$ cat src/rtl/huffman_pkg.sv
// Shared constants, state encoding and packed-field helper for the Huffman sequencer.
package huffman_pkg;

   localparam int NSYM      = 10;
   localparam int FW        = 6;
   localparam int TW        = 15;
   localparam int MW        = 5;
   localparam int CW        = 13;
   localparam int START_CYC = 20;
   localparam int CODE_LAT  = 40;
   localparam int TIMEOUT   = 1023;
   localparam int TMR_W     = 10;

   localparam logic [3:0]       LAST_SYM     = 4'(NSYM - 1);
   localparam logic [TMR_W-1:0] START_LOAD   = 10'(START_CYC - 1);
   localparam logic [TMR_W-1:0] LAT_LOAD     = 10'(CODE_LAT - 1);
   localparam logic [TMR_W-1:0] TIMEOUT_LOAD = 10'(TIMEOUT - 1);

   typedef enum logic [2:0] {
      S_IDLE,
      S_LOAD,
      S_TREE,
      S_CODE,
      S_DRAIN
   } state_t;

   function automatic logic [CW-1:0] code_field(input logic [NSYM*CW-1:0] bus,
                                                input logic [3:0]         idx);
      return bus[int'(idx)*CW +: CW];
   endfunction

endpackage

$ cat src/rtl/huffman_code_buf.sv
// Capture register for the ten code words with an indexed read port.
module huffman_code_buf
   import huffman_pkg::*;
(
   input  logic                 clk_sys,
   input  logic                 rst,
   input  logic                 capture,
   input  logic [NSYM*CW-1:0]   code_in,
   input  logic [3:0]           idx,
   output logic [CW-1:0]        code_out
);

   logic [NSYM*CW-1:0] code_r;

   always_ff @(posedge clk_sys) begin
      if (rst)
         code_r <= '0;
      else if (capture)
         code_r <= code_in;
   end

   assign code_out = code_field(code_r, idx);

endmodule

$ cat src/rtl/huffman_seq.sv
// Sequencer: frequency load -> tree builder -> Huffman_code -> code drain.
//
//   state   | meaning
//   --------+-----------------------------------------------------------
//   S_IDLE  | waiting for first frequency beat of a frame
//   S_LOAD  | collecting remaining frequency beats
//   S_TREE  | waiting for Tree_done (timeout -> Err), then one settle cycle
//   S_CODE  | Start_code phase, then fixed code latency phase
//   S_DRAIN | streaming Code0..Code9 one per handshake
module huffman_seq
   import huffman_pkg::*;
(
   input  logic                 Clk_in,
   input  logic                 Rst,
   input  logic [FW-1:0]        Freq_in,
   input  logic                 Freq_valid,
   output logic                 Freq_ready,
   output logic [NSYM*FW-1:0]   Freq_bus,
   output logic                 Tree_start,
   input  logic                 Tree_done,
   input  logic [8*TW-1:0]      Tree_in,
   input  logic [MW-1:0]        M1_in,
   input  logic [MW-1:0]        M2_in,
   output logic [8*TW-1:0]      Tree_out,
   output logic [MW-1:0]        M1_out,
   output logic [MW-1:0]        M2_out,
   output logic                 Start_code,
   input  logic [NSYM*CW-1:0]   Code_in,
   output logic [3:0]           Sym_out,
   output logic [CW-1:0]        Code_out,
   output logic                 Code_valid,
   input  logic                 Code_ready,
   output logic                 Busy,
   output logic                 Err
);

   state_t           state, state_next;
   logic [3:0]       cnt, idx;
   logic [TMR_W-1:0] tmr;
   logic             tree_got, lat_phase;
   logic             freq_hs, code_hs, tmr_tc, capture;

   assign Freq_ready = (state == S_IDLE) || (state == S_LOAD);
   assign Busy       = (state != S_IDLE);
   assign Code_valid = (state == S_DRAIN);
   assign Start_code = (state == S_CODE) && !lat_phase;
   assign Sym_out    = idx;
   assign freq_hs    = Freq_valid && Freq_ready;
   assign code_hs    = Code_valid && Code_ready;
   assign tmr_tc     = (tmr == '0);

   always_ff @(posedge Clk_in) begin
      if (Rst)
         state <= S_IDLE;
      else
         state <= state_next;
   end

   always_comb begin
      state_next = state;
      capture    = 1'b0;
      case (state)
         S_IDLE:  if (freq_hs) state_next = S_LOAD;
         S_LOAD:  if (freq_hs && cnt == LAST_SYM) state_next = S_TREE;
         S_TREE: begin
            if (tree_got)
               state_next = S_CODE;
            else if (!Tree_done && tmr_tc)
               state_next = S_IDLE;
         end
         S_CODE: begin
            if (lat_phase && tmr_tc) begin
               state_next = S_DRAIN;
               capture    = 1'b1;
            end
         end
         S_DRAIN: if (code_hs && idx == LAST_SYM) state_next = S_IDLE;
         default: state_next = S_IDLE;
      endcase
   end

   always_ff @(posedge Clk_in) begin
      if (Rst) begin
         cnt        <= '0;
         idx        <= '0;
         tmr        <= '0;
         tree_got   <= 1'b0;
         lat_phase  <= 1'b0;
         Tree_start <= 1'b0;
         Err        <= 1'b0;
         Freq_bus   <= '0;
         Tree_out   <= '0;
         M1_out     <= '0;
         M2_out     <= '0;
      end else begin
         Tree_start <= 1'b0;
         if (freq_hs) begin
            Freq_bus[int'(cnt)*FW +: FW] <= Freq_in;
            if (cnt == '0)
               Err <= 1'b0;
            if (cnt == LAST_SYM) begin
               cnt        <= '0;
               Tree_start <= 1'b1;
               tmr        <= TIMEOUT_LOAD;
               tree_got   <= 1'b0;
            end else begin
               cnt <= cnt + 1'b1;
            end
         end
         case (state)
            S_TREE: begin
               // Result latched on Tree_done; the CODE entry happens one cycle later.
               if (tree_got) begin
                  tmr       <= START_LOAD;
                  lat_phase <= 1'b0;
               end else if (Tree_done) begin
                  Tree_out <= Tree_in;
                  M1_out   <= M1_in;
                  M2_out   <= M2_in;
                  tree_got <= 1'b1;
               end else if (tmr_tc) begin
                  Err <= 1'b1;
               end else begin
                  tmr <= tmr - 1'b1;
               end
            end
            S_CODE: begin
               if (!tmr_tc) begin
                  tmr <= tmr - 1'b1;
               end else if (!lat_phase) begin
                  lat_phase <= 1'b1;
                  tmr       <= LAT_LOAD;
               end else begin
                  idx <= '0;
               end
            end
            S_DRAIN: begin
               if (code_hs)
                  idx <= (idx == LAST_SYM) ? '0 : idx + 1'b1;
            end
            default: ;
         endcase
      end
   end

   huffman_code_buf u_code_buf (
      .clk_sys  (Clk_in),
      .rst      (Rst),
      .capture  (capture),
      .code_in  (Code_in),
      .idx      (idx),
      .code_out (Code_out)
   );

endmodule

$ cat config.mk
export PLATFORM = sky130hd
export DESIGN_NAME = huffman_seq
export DESIGN_NICKNAME = d
export VERILOG_FILES = /design/src/rtl/huffman_pkg.sv /design/src/rtl/huffman_code_buf.sv /design/src/rtl/huffman_seq.sv
export SDC_FILE = /design/constraint.sdc
export NUM_CORES = 1
export LEC_CHECK = 0
export CAP_MARGIN = 20
export CORE_AREA = 2 2 188 190
export DETAILED_ROUTE_END_ITERATION = 10
export DIE_AREA = 0 0 190 192
export GPL_TIMING_DRIVEN = 0
export PLACE_DENSITY_LB_ADDON = 0.25
export SLEW_MARGIN = 15
export SYNTH_ARGS = -nofsm -noshare
export SYNTH_HDL_FRONTEND = slang
export SYNTH_SLANG_ARGS = --single-unit
$ cat constraint.sdc
create_clock -name Clk_in -period 11.9 [get_ports Clk_in]
set_input_delay 2.38 -clock Clk_in [delete_from_list [all_inputs] [get_ports Clk_in]]
set_output_delay 2.38 -clock Clk_in [all_outputs]
set_load 0.02 [all_outputs]
==> metrics.md <==
| Metric | Value |
|---|---|
| Outcome | `finished clean` |
| Cts hold-fix bufs | `0` |
| Internal cell power | `1.99 mW` |
| Cell accounting for the most synthesized area | `sky130_fd_sc_hd__dfxtp_1` |
| Count of different cell masters after synthesis | `73` |
| Number of enable flip-flop cells after synthesis | `0` |
| Post-layout minimum cycle time | `5940 ps` |
| Nets in the synthesized netlist | `2163` |
| Fraction of the cycle the final worst path needs | `49.9%` |
| Post-layout nets | `2681` |
| Flip-flop cell with the highest count after synthesis | `sky130_fd_sc_hd__dfxtp_1` |
| Clock latency on the worst-skew pair | `540 ps` |
| Initial standard-cell utilization of the core | `44.3%` |
| Worst endpoint data arrival time | `3560 ps` |
| Worst Tran Pin Value | `976 ps` |
| Wirelength per Cell | `19.9 um` |
| Number of iterations in the first detailed-routing pass | `6` |
| Final number of max-transition violations | `0` |
| Cell with the most instances after synthesis | `sky130_fd_sc_hd__nand2_1` |
| Post-Synthesis Cell Area | `15200 um^2` |
| Synth Warn # | `0` |
| Fraction of power spent switching nets | `27.8%` |
| Post-synthesis instance total | `1878` |
| Max Cap Viol | `0` |
| Clock Sinks | `345` |
| Max Freq | `0.168 GHz` |
| Layout area overhead | `42.9%` |
| Detailed router's first-iteration violation count | `950` |
| Maximum fanout encountered on the critical timing path | `10` |
| Antenna-violating nets left | `0` |
| TritonCTS Buffers | `37` |
| DIE WIDTH | `190 um` |
| Die Outline Area | `36500 um^2` |
| Routed via count divided by cell count | `5.39` |
| P per Cell Area | `127 nW/um^2` |
| Number of port buffers | `479` |
| Main combinational cell family by area after synthesis | `simple AND/OR/NAND/NOR gates` |
| Number of global-route vias before repair | `15100` |
| Sequential standard cell area | `6910 um^2` |
| Total wire length | `57400 um` |
| Post-Synth Simple-Gate Area | `23.0%` |
| Worst Setup Start Kind | `flip-flop` |
| Cell type group with the largest total delay on the critical path | `buffers and inverters` |
| Sequential-to-total area share from yosys stat | `45.5%` |
| Fraction of the mapped netlist area in adder cells | `1.20%` |
| Filler Cell Count | `2903` |
| Clock H-tree levels | `2` |
| Critical path, cell by cell | `clkbuf_1 -> buf_1 -> mux4_2 -> mux2i_1 -> o22ai_1 -> clkdlybuf4s50_1` |
| Site row count | `68` |
| Combined buffer and inverter count along the critical path | `3` |
| Worst setup skew after layout | `23.4 ps` |
| Mux contribution to synthesized area | `8.68%` |
| Maximum number of pins on one net before global-route repair | `14` |
| Area share of xor/xnor cells in the synthesized design | `1.10%` |
| Unrepaired setup endpoints after global routing | `false` |
| CP endpoint kind | `output pin` |
| Mapped Avg Cell Area | `8.09 um^2` |
| Clk pwr share | `40.1%` |
| Die Y-Extent | `192 um` |
| Gr usage total | `30.3%` |
| Critical path class | `flip-flop to output pin` |
| Routability congestion estimate | `0.973` |
| Leak | `7.36 nW` |
| Sequential power share | `42.8%` |
| Antenna violations before repair | `3` |
| Total negative slack for setup checks | `0 ps` |
| Area used by multi-input combinational logic | `7630 um^2` |
| Maximum root-to-sink buffer count | `3` |
| Core footprint | `34300 um^2` |
| Count of cells resized by post-cts repair | `0` |
| Layout cells sized above 1 | `5.87%` |
| Slowest-stage cell, CP | `sky130_fd_sc_hd__buf_1` |
| Part of the power in combinational logic | `17.1%` |
| Path category of the worst min-delay check | `flip-flop to flip-flop` |
| Clock-pin transition on the worst setup and hold timing paths | `60 ps` |
| Post-CTS Setup Repair Bufs | `0` |
| Total of flip-flops plus latches after synthesis | `345` |
| Required @ worst endpoint | `9520 ps` |
| Setup Viol. Count Final | `0` |
| Detailed Place HPWL | `44700 um` |
| Fraction of registers with async set or reset after synthesis | `0%` |
| Vias | `15500` |
| Final count of hold timing violations | `0` |
| CTS tree | `built` |
| Global-route wire length before repair | `86100 um` |
| Net switching power | `0.768 mW` |
| Clock tree root driver cell | `sky130_fd_sc_hd__clkbuf_16` |
| Complex-gate fraction of the synthesized area | `16.3%` |
| Synth top area cells | `sky130_fd_sc_hd__dfxtp_1 45%, sky130_fd_sc_hd__nand2_1 14%, sky130_fd_sc_hd__a21oi_1 9.8%` |
| Worst supply voltage drop on vdd | `90.8 uV` |
| Relative slew margins | `33.3%` |
| Share of the synthesized area in the top cell type | `45.5%` |
| Top cell types by occurrence after synthesis | `576 x sky130_fd_sc_hd__nand2_1, 345 x sky130_fd_sc_hd__dfxtp_1, 297 x sky130_fd_sc_hd__a21oi_1` |
| Number of placed I/O pins | `484` |
| Hold_ws | `449 ps` |
| CP max stage delay | `710 ps` |
| Remaining routing DRC violations | `0` |
| Overflow left after global routing | `0` |
==> through the flow <==
stage	utilization [%]	worst slack [ps]	area, um^2	cells	power [mW]
global placement	59.9	6520	20600	2812	1.66
detailed placement	60.0	6540	20600	2812	1.67
global route	63.3	5760	21700	2877	2.86
floorplan	-	7390	15200	1878	1.46
finish	63.3	5960	21700	2878	2.76
CTS	63.3	5940	21700	2875	2.76
==> registers in the layout, indices dropped and copies added (netlist names) <==
| register | cells |
|---|---|
| Err | 1 |
| lat_phase | 1 |
| M2_out | 5 |
| M1_out | 5 |
| Sym_out | 4 |
| cnt | 4 |
| tmr | 10 |
| state | 3 |
| u_code_buf.code_r | 130 |
| Tree_out | 120 |
| Tree_start | 1 |
| tree_got | 1 |
| Freq_bus | 60 |
==> cells by family after synthesis <==
group	count (synthesis)
simple gates	809
compound gates	436
flops	345
buf+inv	160
mux	99
xor+xnor	15
fa+ha+maj	14
==> power groups by stage <==
stage / registers, mW / logic [mW] / clock network (mW)
finish: 1.18 / 0.471 / 1.11
global route: 1.18 / 0.505 / 1.17
CTS: 1.18 / 0.461 / 1.12
detailed placement: 1.21 / 0.458 / 0
global placement: 1.21 / 0.458 / 0
floorplan: 1.22 / 0.235 / 0
==> worst register-to-register path, delay by kind of cell (launching register included) <==
kind,cells,cell delay (ps)
simple gates,6,2000
mux,1,180
flops,1,390
compound gates,1,360
fa+ha+maj,2,880
buf+inv,6,1350
==> layer usage <==
layer	global-route usage (%)	wire, um
met4	11.6	2210
met1	38.5	23000
met3	4.93	4290
met5	0	0
met2	51.6	27900
==> final cells by class <==
class / instances / area share [%]
multi-input cells: 1373 / 35.2
flip-flops and latches: 345 / 31.8
repair buffers: 479 / 22.1
clock buffers: 51 / 4.74
plain buffers: 142 / 2.70
well taps: 455 / 2.62
clock inverters: 12 / 0.507
inverters: 18 / 0.311
diodes: 3 / 0.0346
==> cell usage in the layout, fill, tap and decap left out, drive strengths merged, types with 4 or more instances in the layout <==
cell	count
nand2	576
clkdlybuf4s50	479
dfxtp	345
a21oi	298
clkbuf	151
mux2i	71
nor2	67
buf	42
nand2b	40
o21ai	38
mux4	26
nor3	26
inv	21
nand3	20
o22ai	15
or3	13
ha	13
a31oi	11
a211oi	10
nor2b	9
nor4	9
and3	8
nor3b	8
xnor2	8
nand4	8
o31ai	8
clkinv	7
o211ai	6
a22oi	6
and2	5
xor2	5
or2	5
a211o	4
a21o	4
o21a	4
==> worst paths after layout <==
check | start | endpoint | slack (ps) | depth (start not counted)
worst min register to register | u_code_buf.code_r[26] | u_code_buf.code_r[26] | 450 | 2
worst min-delay path | u_code_buf.code_r[26] | u_code_buf.code_r[26] | 450 | 2
worst max register to register | cnt[2] | Freq_bus[42] | 6580 | 16
worst max-delay path | Sym_out[0] | Code_out[5] | 5960 | 6
Power figures use the tool's default switching activity.
